## config.mk

```make
export PLATFORM = sky130hd
export DESIGN_NAME = vga_display_engine
export DESIGN_NICKNAME = d
export VERILOG_FILES = /design/src/rtl/vga_display_engine.sv
export SDC_FILE = /design/constraint.sdc
export NUM_CORES = 1
export LEC_CHECK = 0
export CAP_MARGIN = 20
export CORE_MARGIN = 1
export CORE_UTILIZATION = 37
export CTS_CLUSTER_SIZE = 12
export DETAILED_ROUTE_END_ITERATION = 6
export SYNTH_ARGS = -nofsm -noshare
export SYNTH_HDL_FRONTEND = slang
export SYNTH_SLANG_ARGS = --single-unit
```

## constraint.sdc

```tcl
create_clock -name sys_clk -period 4.85 [get_ports sys_clk]
set_clock_uncertainty 0.1 [all_clocks]
set_input_delay 0.7275 -clock sys_clk [delete_from_list [all_inputs] [get_ports sys_clk]]
set_output_delay 0.7275 -clock sys_clk [all_outputs]
set_load 0.03 [all_outputs]
```

## src/rtl/vga_display_engine.sv

```systemverilog
// VGA timing generator with pipelined background/sprite colour path.
// Fetch address leads the displayed pixel by LAT+1 pixel ticks.
module vga_display_engine #(
   parameter int H_ACTIVE  = 640,
   parameter int H_FP      = 16,
   parameter int H_SYNC    = 96,
   parameter int H_BP      = 48,
   parameter int V_ACTIVE  = 480,
   parameter int V_FP      = 10,
   parameter int V_SYNC    = 2,
   parameter int V_BP      = 33,
   parameter int CLK_DIV   = 4,
   parameter int SYNC_POL  = 0,
   parameter int COLOR_W   = 4,
   parameter int LAT       = 2,
   parameter int ICON_SIZE = 16
) (
   input  logic                               sys_clk,
   input  logic                               sys_rst,
   input  logic [9:0]                         ball_loc_X,
   input  logic [8:0]                         ball_loc_Y,
   input  logic [7:0]                         world_pixel,
   input  logic [1:0]                         icon_pixel,
   output logic                               pix_tick,
   output logic [9:0]                         pixel_row,
   output logic [9:0]                         pixel_column,
   output logic [2*$clog2(ICON_SIZE)-1:0]     icon_addr,
   output logic                               frame_start,
   output logic                               horiz_sync,
   output logic                               vert_sync,
   output logic                               video_on,
   output logic [COLOR_W-1:0]                 red,
   output logic [COLOR_W-1:0]                 green,
   output logic [COLOR_W-1:0]                 blue
);

   localparam int   IW      = $clog2(ICON_SIZE);
   localparam int   H_TOTAL = H_ACTIVE + H_FP + H_SYNC + H_BP;
   localparam int   V_TOTAL = V_ACTIVE + V_FP + V_SYNC + V_BP;
   localparam logic L_POL   = (SYNC_POL != 0);

   logic [4:0] r_div;
   logic [9:0] r_h;
   logic [9:0] r_v;
   logic [9:0] r_bx;
   logic [8:0] r_by;

   logic       w_div_last;
   logic       w_h_last;
   logic       w_v_last;
   logic       w_de0;
   logic       w_hs0;
   logic       w_vs0;
   logic       w_hit0;
   logic [9:0] w_dx;
   logic [9:0] w_dy;
   logic [3:0] w_st0;
   logic [3:0] w_std;

   logic [COLOR_W-1:0] w_red;
   logic [COLOR_W-1:0] w_green;
   logic [COLOR_W-1:0] w_blue;

   // Repeat a colour field MSB-first and keep the top COLOR_W bits.
   function automatic logic [COLOR_W-1:0] f_expand3(input logic [2:0] f);
      logic [3*COLOR_W-1:0] rep;
      rep = {COLOR_W{f}};
      return rep[3*COLOR_W-1 -: COLOR_W];
   endfunction

   function automatic logic [COLOR_W-1:0] f_expand2(input logic [1:0] f);
      logic [2*COLOR_W-1:0] rep;
      rep = {COLOR_W{f}};
      return rep[2*COLOR_W-1 -: COLOR_W];
   endfunction

   assign w_div_last = (r_div == 5'(CLK_DIV - 1));
   // Gated by reset so that no tick is reported while the block is held.
   assign pix_tick   = w_div_last & ~sys_rst;

   always_ff @(posedge sys_clk) begin
      if (sys_rst) begin
         r_div <= '0;
      end else if (w_div_last) begin
         r_div <= '0;
      end else begin
         r_div <= r_div + 5'd1;
      end
   end

   assign w_h_last = (r_h == 10'(H_TOTAL - 1));
   assign w_v_last = (r_v == 10'(V_TOTAL - 1));

   always_ff @(posedge sys_clk) begin
      if (sys_rst) begin
         r_h <= '0;
         r_v <= '0;
      end else if (pix_tick) begin
         if (w_h_last) begin
            r_h <= '0;
            r_v <= w_v_last ? 10'd0 : r_v + 10'd1;
         end else begin
            r_h <= r_h + 10'd1;
         end
      end
   end

   assign pixel_row    = r_v;
   assign pixel_column = r_h;
   assign frame_start  = pix_tick && w_h_last && (r_v == 10'(V_ACTIVE - 1));

   // Sprite position is sampled once per frame so a frame never tears.
   always_ff @(posedge sys_clk) begin
      if (sys_rst) begin
         r_bx <= '0;
         r_by <= '0;
      end else if (frame_start) begin
         r_bx <= ball_loc_X;
         r_by <= ball_loc_Y;
      end
   end

   assign w_de0 = (r_h < 10'(H_ACTIVE)) && (r_v < 10'(V_ACTIVE));
   assign w_hs0 = (r_h >= 10'(H_ACTIVE + H_FP)) &&
                  (r_h <= 10'(H_ACTIVE + H_FP + H_SYNC - 1));
   assign w_vs0 = (r_v >= 10'(V_ACTIVE + V_FP)) &&
                  (r_v <= 10'(V_ACTIVE + V_FP + V_SYNC - 1));

   assign w_dx      = r_h - r_bx;
   assign w_dy      = r_v - {1'b0, r_by};
   assign w_hit0    = (w_dx < 10'(ICON_SIZE)) && (w_dy < 10'(ICON_SIZE));
   assign icon_addr = {w_dy[IW-1:0], w_dx[IW-1:0]};

   assign w_st0 = {w_hit0, w_de0, w_vs0, w_hs0};

   generate
      if (LAT == 0) begin : g_nodly
         assign w_std = w_st0;
      end else begin : g_dly
         localparam int DL_W = 4 * LAT;
         logic [DL_W-1:0] r_dl;
         always_ff @(posedge sys_clk) begin
            if (sys_rst) begin
               r_dl <= '0;
            end else if (pix_tick) begin
               r_dl <= (r_dl << 4) | DL_W'(w_st0);
            end
         end
         assign w_std = r_dl[DL_W-1 -: 4];
      end
   endgenerate

   always_comb begin
      w_red   = '0;
      w_green = '0;
      w_blue  = '0;
      if (w_std[2]) begin
         if (w_std[3] && (icon_pixel == 2'b01)) begin
            w_red = '1;
         end else if (w_std[3] && (icon_pixel == 2'b10)) begin
            w_red   = '1;
            w_green = '1;
            w_blue  = '1;
         end else if (w_std[3] && (icon_pixel == 2'b11)) begin
            w_red = '0;
         end else begin
            w_red   = f_expand3(world_pixel[7:5]);
            w_green = f_expand3(world_pixel[4:2]);
            w_blue  = f_expand2(world_pixel[1:0]);
         end
      end
   end

   always_ff @(posedge sys_clk) begin
      if (sys_rst) begin
         horiz_sync <= ~L_POL;
         vert_sync  <= ~L_POL;
         video_on   <= 1'b0;
         red        <= '0;
         green      <= '0;
         blue       <= '0;
      end else if (pix_tick) begin
         horiz_sync <= w_std[0] ? L_POL : ~L_POL;
         vert_sync  <= w_std[1] ? L_POL : ~L_POL;
         video_on   <= w_std[2];
         red        <= w_red;
         green      <= w_green;
         blue       <= w_blue;
      end
   end

endmodule
```

; Word level (Yosys, flattened, before mapping)
; Cells that the tools add are included.
[classes]
eq_ne = 7
bitwise_logic = 3
n_addsub = 5
n_reduce_logical = 11
n_lt_le_gt_ge = 8
mux = 16
[ops]
columns = op, count
row1 = $mux 4, 12
row2 = $add 10x1->10 const B, 2
row3 = $eq 10x10->1 const B, 2
row4 = $lt 10x5->1 const B, 2
row5 = $mux 10, 2
row6 = $eq 10x9->1 const B, 1
row7 = $ge 10x10->1 const B, 1
row8 = $ge 10x9->1 const B, 1
row9 = $le 10x10->1 const B, 1
row10 = $le 10x9->1 const B, 1
row11 = $lt 10x10->1 const B, 1
row12 = $lt 10x9->1 const B, 1
row13 = $sub 10x10->10, 1
row14 = $sub 10x9->10, 1
row15 = $logic_and 1x1->1, 9
row16 = $or 8x4->8, 1
row17 = $add 5x1->5 const B, 1
row18 = $eq 5x2->1 const B, 1
row19 = $eq 2x2->1 const B, 2
row20 = $eq 2x1->1 const B, 1
row21 = $mux 1, 2
row22 = $reduce_and 2->1, 1
row23 = $reduce_or 2->1, 1
row24 = $and 1x1->1, 1
row25 = $not 1->1, 1
[totals]
word_cells = 62
out_inout_bits = 45
regBits = 67
in_bits = 31

; Longest topological paths before layout
; Gate-level depths: netlist (run 1).
[logic_depth]
depth_word = 6
mapped_depth = 12
mapped_depth_nobuf = 11

; Worst setup path after synthesis (run 1)
; OpenSTA, ideal clock, no wires.
[synth_path]
path_type = register to output
start = register r_v[0] (netlist: pixel_row[0])
end = output icon_addr[6]
stages_incl_launch_ff = 5
path_buffers = 0
path_slack_ns = 2.156
arrival_ns = 1.866
path_cell_list = dfxtp_1 inv_1 ha_1 fa_1 xnor2_1
[synth_via]
elab_chain_cells = 1
[synth_lines]
columns = item, line
row1 = from (decl), 44  ; logic [9:0] r_v;
row2 = from (signal assigned), 101  ; r_v <= w_v_last ? 10'd0 : r_v + 10'd1;
row3 = $sub 10x9->10, 130  ; assign w_dy = r_v - {1'b0, r_by};
row4 = to (decl), 27  ; output logic [2*$clog2(ICON_SIZE)-1:0] icon_addr,
; Every way passes these cells.

; Worst setup path after layout (run 1)
[layout_path]
start = input sys_rst
end = output frame_start
[layout_via]
elab_chain_cells = 4
[layout_lines]
columns = item, line
row1 = from (decl), 19  ; input logic sys_rst,
row2 = $not 1->1, 79  ; assign pix_tick = w_div_last & ~sys_rst;
row3 = $and 1x1->1, 79
row4 = $logic_and 1x1->1 (2 in a row), 110  ; assign frame_start = pix_tick && w_h_last && (r_v == 10'(V_ACTIVE - 1));
row5 = to (decl), 28  ; output logic frame_start,
; Every way passes these cells.

==> results of run 1 <==
through the flow:
| step | cells | worst slack [ps] | cell area (um2) | power, mW |
|---|---|---|---|---|
| finish | 606 | 1290 | 4490 | 1.11 |
| global placement | 589 | 1230 | 4250 | 0.601 |
| floorplan | 422 | 2160 | 3460 | 0.565 |
| detailed placement | 589 | 1230 | 4250 | 0.600 |
| global route | 606 | 1170 | 4490 | 1.16 |
| CTS | 605 | 1220 | 4480 | 1.13 |
critical path, delay by kind of cell:
kind,cells,cell delay [ps]
buf+inv,2,1090
simple gates,3,920
layout by cell type, fill, tap and decap left out, drive strengths merged, types with 4 or more instances in the layout:
| master | n |
|---|---|
| clkdlybuf4s50 | 75 |
| nand2 | 64 |
| dfxtp | 63 |
| nor2 | 50 |
| inv | 30 |
| a21oi | 30 |
| ha | 23 |
| o21ai | 21 |
| xor2 | 19 |
| nand3 | 10 |
| nand4 | 9 |
| clkbuf | 9 |
| nor4 | 8 |
| nor3 | 7 |
| a22o | 7 |
| o21a | 5 |
| xnor2 | 5 |
| and3 | 5 |
| and2 | 4 |
| a21o | 4 |
| or3 | 4 |
worst paths after layout:
check                          startpoint                      to  cells past startpoint
min            g_dly.r_dl[5]$_SDFFE_PP0P_  vert_sync$_SDFFE_PP1P_                      1
min reg2reg    g_dly.r_dl[5]$_SDFFE_PP0P_  vert_sync$_SDFFE_PP1P_                      1
max                               sys_rst             frame_start                      5
max reg2reg  pixel_column[1]$_SDFFE_PP0P_    r_bx[8]$_SDFFE_PP0P_                      8
report_power, final:
group | internal [mW] | switching, mW
sequential | 0.522 | 0.00428
clock | 0.296 | 0.228
combinational | 0.0341 | 0.0285
cell type report:
class,instances,area (um2),area share
clock buffers,9,124,0.0276
flip-flops and latches,63,1260,0.281
repair buffers,77,766,0.171
inverters,29,110,0.0245
multi-input cells,313,1990,0.443
well taps,108,135,0.0301
clock inverters,7,105,0.0234
routing by layer:
| layer | GRT usage | vias up | share of wire |
|---|---|---|---|
| li1 | - | 1588 | - |
| met1 | 0.232 | 1407 | 0.50 |
| met2 | 0.281 | 77 | 0.45 |
| met3 | 0.0298 | 13 | 0.040 |
| met4 | 0.0643 | 0 | 0.014 |
| met5 | 0 | - | 0 |
registers in the layout (all words and copies together) (netlist names):
| register | count |
|---|---|
| pixel_column | 10 |
| pixel_row | 10 |
| r_bx | 10 |
| r_by | 9 |
| g_dly.r_dl | 8 |
| r_div | 5 |
| green | 3 |
| red | 3 |
| blue | 2 |
| horiz_sync | 1 |
| vert_sync | 1 |
| video_on | 1 |
cells by family after synthesis:
logic type,Yosys count,synth area share
xor gates and xnor gates,24,0.0607
buffers and inverters,46,0.0615
adders and majority gates,25,0.0947
and+or+nand+nor,175,0.245
muxes,2,0.00578
AOI/OAI and AO/OA,87,0.168
DFF,63,0.364
==> out/results.ini, run 1 <==
[setup_path]
critPathSlowestCell=clkdlybuf4s50_1
cp.required_ps=4020
crit_path_max_incr_delay_ps=670
path_class=primary input to output pin
rrSetupSlack_ps=1850
critPathCaptureType=output pin
worstPathCellList=clkdlybuf4s50_1 > nand2b_2 > nor4_1 > and4_1 > clkdlybuf4s50_1
crit_arrival_ps=2730
worstSetupStartpointType=primary input
cp_max_fo=5
crit_top_cell=clkdlybuf4s50_1

[sta]
hold_viol=0
hold-worst-slack_ps=341
slew_viol_final=0
rsz0062_at_grt=false
fmax_ghz=0.281
period_minus_slack_ps=3560
fin_crit_sh=0.733
setup-tns-final_ps=0
relSlewSlack=0.442
worst_pin_slew_ps=836
setup_viol=0

[run]
cap_violations=0

[outcome]
status=completed

[pwr]
powerDensity_nw_per_um2=248
power_leakage_nw=1.65
vdd_drop_max_uv=135

[detailed_routing]
vias=3085
vias_per_cell=5.09
first_pass_iters=4
detail_route.drc_violations=0
drt_iter0_markers=114
post_drt_wl_per_cell_um=13.5
postRouteAntennaNets=0
drt_wl_total_um=8170

[yosys]
yosysMostFrequentCell=dfxtp_1
netlist.area_leader.share=0.364
ys_ff_latch=63
syn_avg_cell_area_um2=8.20
ys_warn_count=0
synth_top_cell_by_area=dfxtp_1
async_flop_share=0
synth.top_cells.by_count=dfxtp_1 (63), nand2_1 (54), nor2_1 (50)
synthCells=422
synthTopCellsByArea=dfxtp_1 (36%), ha_1 (8.3%), nand2_1 (5.9%), nor2_1 (5.4%), xor2_1 (4.8%)
syn_area_um2=3460
synth_top_flop_cell=dfxtp_1
synth_edf_count=0
yosysSeqAreaShare=0.364
syn-num-nets=478
synth_cell_type_count=55

[clock_tree]
clkTransAtPathRegs_ps=70
clk_path_buf_depth=2
cts_sinks=63
tritoncts=done
cts_made_buffers=9
clockRootBuffer=clkbuf_8
clock_latency_ps=340
h-tree-depth=3
post_cts_buffers=0
cts_hold_buf=0
cts_resized=0

[floorplanning]
die_w_um=98.7
io_pins=76
num_rows=34
core_um2=8890
initial_core_util=0.389
chipHeight_um=98.7
die_area_um2=9740

[global_route]
grt_start_max_net_pins=29
grt_use_total=0.173
grt_pass1_vias=2885
grt_pass1_wl_um=13600
antenna_found_initial=0
gr-total-overflow=0

[cells_and_area]
diodes=0
post_route_cells_drive_above_1_share=0.0884
area_growth_syn_to_layout_pct=29.7
nFillCells=883
final_core_util=0.505
nets=549

[place]
gp_congestion=0.805
post-dp-hpwl_um=6080
numPortBuffers=75

[hold_path]
hold_class=flip-flop to flip-flop

Note: power is estimated with default switching activity, not from simulation.
==> run 2, diff against run 1 <==
==> constraint.sdc (replaced) <==
create_clock -name sys_clk -period 3.1 [get_ports sys_clk]
set_clock_uncertainty 0.1 [all_clocks]
set_input_delay 0.465 -clock sys_clk [delete_from_list [all_inputs] [get_ports sys_clk]]
set_output_delay 0.465 -clock sys_clk [all_outputs]
set_load 0.03 [all_outputs]
==> run 2 against run 1 <==
  * Worst hold slack worse by 13 ps
  * Via count increased by 0.62%
  * Critical path type is now flip-flop to output pin
  * Register-to-register slack got worse by 1500 ps
==> out/results.ini, run 2 (same netlist as run 1, synthesis figures left out) <==
[outcome]
status=completed  ; unchanged

[cells_and_area]
stdcell_area_um2=4470  ; was 4490 um2
diodes=0  ; unchanged
nets=552  ; was 549
final_core_util=0.503  ; was 0.505
layout_common_cells=clkdlybuf4s50_1 (74), dfxtp_1 (63), nand2_1 (54)  ; was clkdlybuf4s50_1 (75), dfxtp_1 (63), nand2_1 (54)
stdcell_count=609  ; was 606
post_route_cells_drive_above_1_share=0.0938  ; was 0.0884
nFillCells=869  ; was 883
layout_commonest_cell=clkdlybuf4s50_1  ; unchanged
area_growth_syn_to_layout_pct=29.2  ; was 29.7%

[setup_path]
worstSetupStartpointType=flip-flop  ; was primary input
crit_path_max_incr_delay_ps=690  ; was 670 ps
crit_arrival_ps=2410  ; was 2730 ps
critPathTopFamily=buffers and inverters  ; unchanged
critPathSlowestCell=clkdlybuf4s50_1  ; unchanged
worstPathCellList=inv_1 > ha_1 > fa_1 > xnor2_1 > clkdlybuf4s50_1  ; was clkdlybuf4s50_1 > nand2b_2 > nor4_1 > and4_1 > clkdlybuf4s50_1
worst_r2r_path_depth=8  ; unchanged
cp.required_ps=2530  ; was 4020 ps
cp_num_cells=5  ; unchanged
critPathCaptureType=output pin  ; unchanged
path_class=flip-flop to output pin  ; was primary input to output pin
critical_path_buf_inv_count=2  ; unchanged
cp_max_fo=5  ; unchanged

[sta]
relSlewSlack=0.589  ; was 0.442
hold_viol=0  ; unchanged
worst_pin_slew_ps=615  ; was 836 ps
setup-tns-final_ps=0  ; unchanged
hold-worst-slack_ps=328  ; was 341 ps
slew_viol_final=0  ; unchanged
fin_crit_sh=0.961
rsz0062_at_grt=false  ; unchanged
setup_viol=0  ; unchanged
worst_slack_ps=122  ; was 1290 ps
period_minus_slack_ps=2980
fmax_ghz=0.336

[clock_tree]
post_cts_buffers=0  ; unchanged
tritoncts=done  ; unchanged
cts_sinks=63  ; unchanged
clockRootBuffer=clkbuf_8  ; unchanged
cts_hold_buf=0  ; unchanged
cts_resized=0  ; unchanged
h-tree-depth=3  ; unchanged
clkTransAtPathRegs_ps=70  ; about the same
clk_path_buf_depth=2  ; unchanged
cts_made_buffers=9  ; unchanged
clock_latency_ps=350  ; was 340 ps

[pwr]
p_switching_mw=0.390  ; was 0.261 mW
switching_share=0.239  ; was 0.235
power_leakage_nw=1.66  ; was 1.65 nW
p_comb_frac=0.062  ; was 0.056
powerDensity_nw_per_um2=364  ; was 248 nW/um2
clockPowerShare=0.433  ; was 0.471
vdd_drop_max_uv=201  ; was 135 uV
p_int_mw=1.24  ; was 0.852 mW
seqPwrFrac=0.505  ; was 0.473
finalPower_mw=1.63  ; was 1.11 mW

[global_route]
antenna_found_initial=0  ; unchanged
grt_start_max_net_pins=29  ; unchanged
grt_pass1_wl_um=13700  ; was 13600 um
grt_pass1_vias=2905  ; was 2885
gr-total-overflow=0  ; unchanged
grt_use_total=0.177  ; was 0.173

[floorplanning]
num_rows=34  ; unchanged
io_pins=76  ; unchanged
core_um2=8890  ; unchanged
initial_core_util=0.389  ; unchanged
die_w_um=98.7  ; unchanged
chipHeight_um=98.7  ; unchanged
die_area_um2=9740  ; unchanged

[detailed_routing]
drt_iter0_markers=190  ; was 114
postRouteAntennaNets=0  ; unchanged
vias=3104  ; was 3085
post_drt_wl_per_cell_um=13.3  ; was 13.5 um
detail_route.drc_violations=0  ; unchanged
drt_wl_total_um=8080  ; was 8170 um
vias_per_cell=5.10  ; was 5.09
first_pass_iters=4  ; unchanged

[place]
post-dp-hpwl_um=5990  ; was 6080 um
gp_congestion=0.852  ; was 0.805
place_area_um2=4270  ; was 4250 um2
place_inst=592  ; was 589
numPortBuffers=75  ; unchanged
pre_cts_ws_ps=324  ; was 1230 ps

[hold_path]
hold_class=flip-flop to flip-flop  ; unchanged
whs_path_depth=1  ; unchanged

[run]
cap_violations=0  ; unchanged

[run 2: cell types whose count changed in the layout (fill, tap and decap cells not counted), sizes merged]
cell,previous run,this run
buf,2,6
clkinv,3,5
inv,30,28
bufinv,2,1
clkbuf,9,10
clkdlybuf4s50,75,74
[run 2: path summary, 6_finish.rpt]
| check | from | to | slack (ps) |
|---|---|---|---|
| min reg2reg | g_dly.r_dl[4]$_SDFFE_PP0P_ | horiz_sync$_SDFFE_PP1P_ | 330 |
| max reg2reg | pixel_column[1]$_SDFFE_PP0P_ | r_bx[2]$_SDFFE_PP0P_ | 350 |
| max | pixel_row[0]$_SDFFE_PP0P_ | icon_addr[6] | 120 |
| min | g_dly.r_dl[4]$_SDFFE_PP0P_ | horiz_sync$_SDFFE_PP1P_ | 330 |
[run 2: power by group through the flow]
stage	registers (mW)	clock network, mW	logic (mW)
3_3_place_gp	0.842	0	0.0982
2_1_floorplan	0.843	0	0.0407
5_1_grt	0.824	0.760	0.111
6_report	0.823	0.706	0.101
4_1_cts	0.823	0.734	0.0990
3_5_place_dp	0.842	0	0.0982
[run 2: layout make-up]
type	count	area (um2)	share of cell area
flip-flops and latches	63	1260	0.282
well taps	108	135	0.0302
repair buffers	80	790	0.177
clock buffers	10	128	0.0285
inverters	29	110	0.0246
clock inverters	6	61.3	0.0137
multi-input cells	313	1990	0.444
[run 2: routing by layer]
| layer | track usage | share of wire |
|---|---|---|
| met5 | 0 | 0 |
| met4 | 0.0677 | 0.018 |
| met3 | 0.0504 | 0.050 |
| met2 | 0.280 | 0.44 |
| met1 | 0.228 | 0.49 |
[run 2: worst reg2reg max path: cells and delay by family (launching register included)]
kind	cells	cell delay, ps
simple gates	6	1750
flops	1	470
fa+ha+maj	1	250
compound gates	1	60
==> run 3, diff against run 2 <==
--- a/config.mk
+++ b/config.mk
@@ -5,11 +5,14 @@
 export SDC_FILE = /design/constraint.sdc
 export NUM_CORES = 1
 export LEC_CHECK = 0
+export ABC_CLOCK_PERIOD_IN_PS = 3100
 export CAP_MARGIN = 20
 export CORE_MARGIN = 1
 export CORE_UTILIZATION = 37
 export CTS_CLUSTER_SIZE = 12
 export DETAILED_ROUTE_END_ITERATION = 6
+export GPL_ROUTABILITY_DRIVEN = 0
+export HOLD_SLACK_MARGIN = 0.08
 export SYNTH_ARGS = -nofsm -noshare
 export SYNTH_HDL_FRONTEND = slang
 export SYNTH_SLANG_ARGS = --single-unit
==> results of run 3 <==
Same layout as run 2: the final DEF is identical, and so are final timing and power.
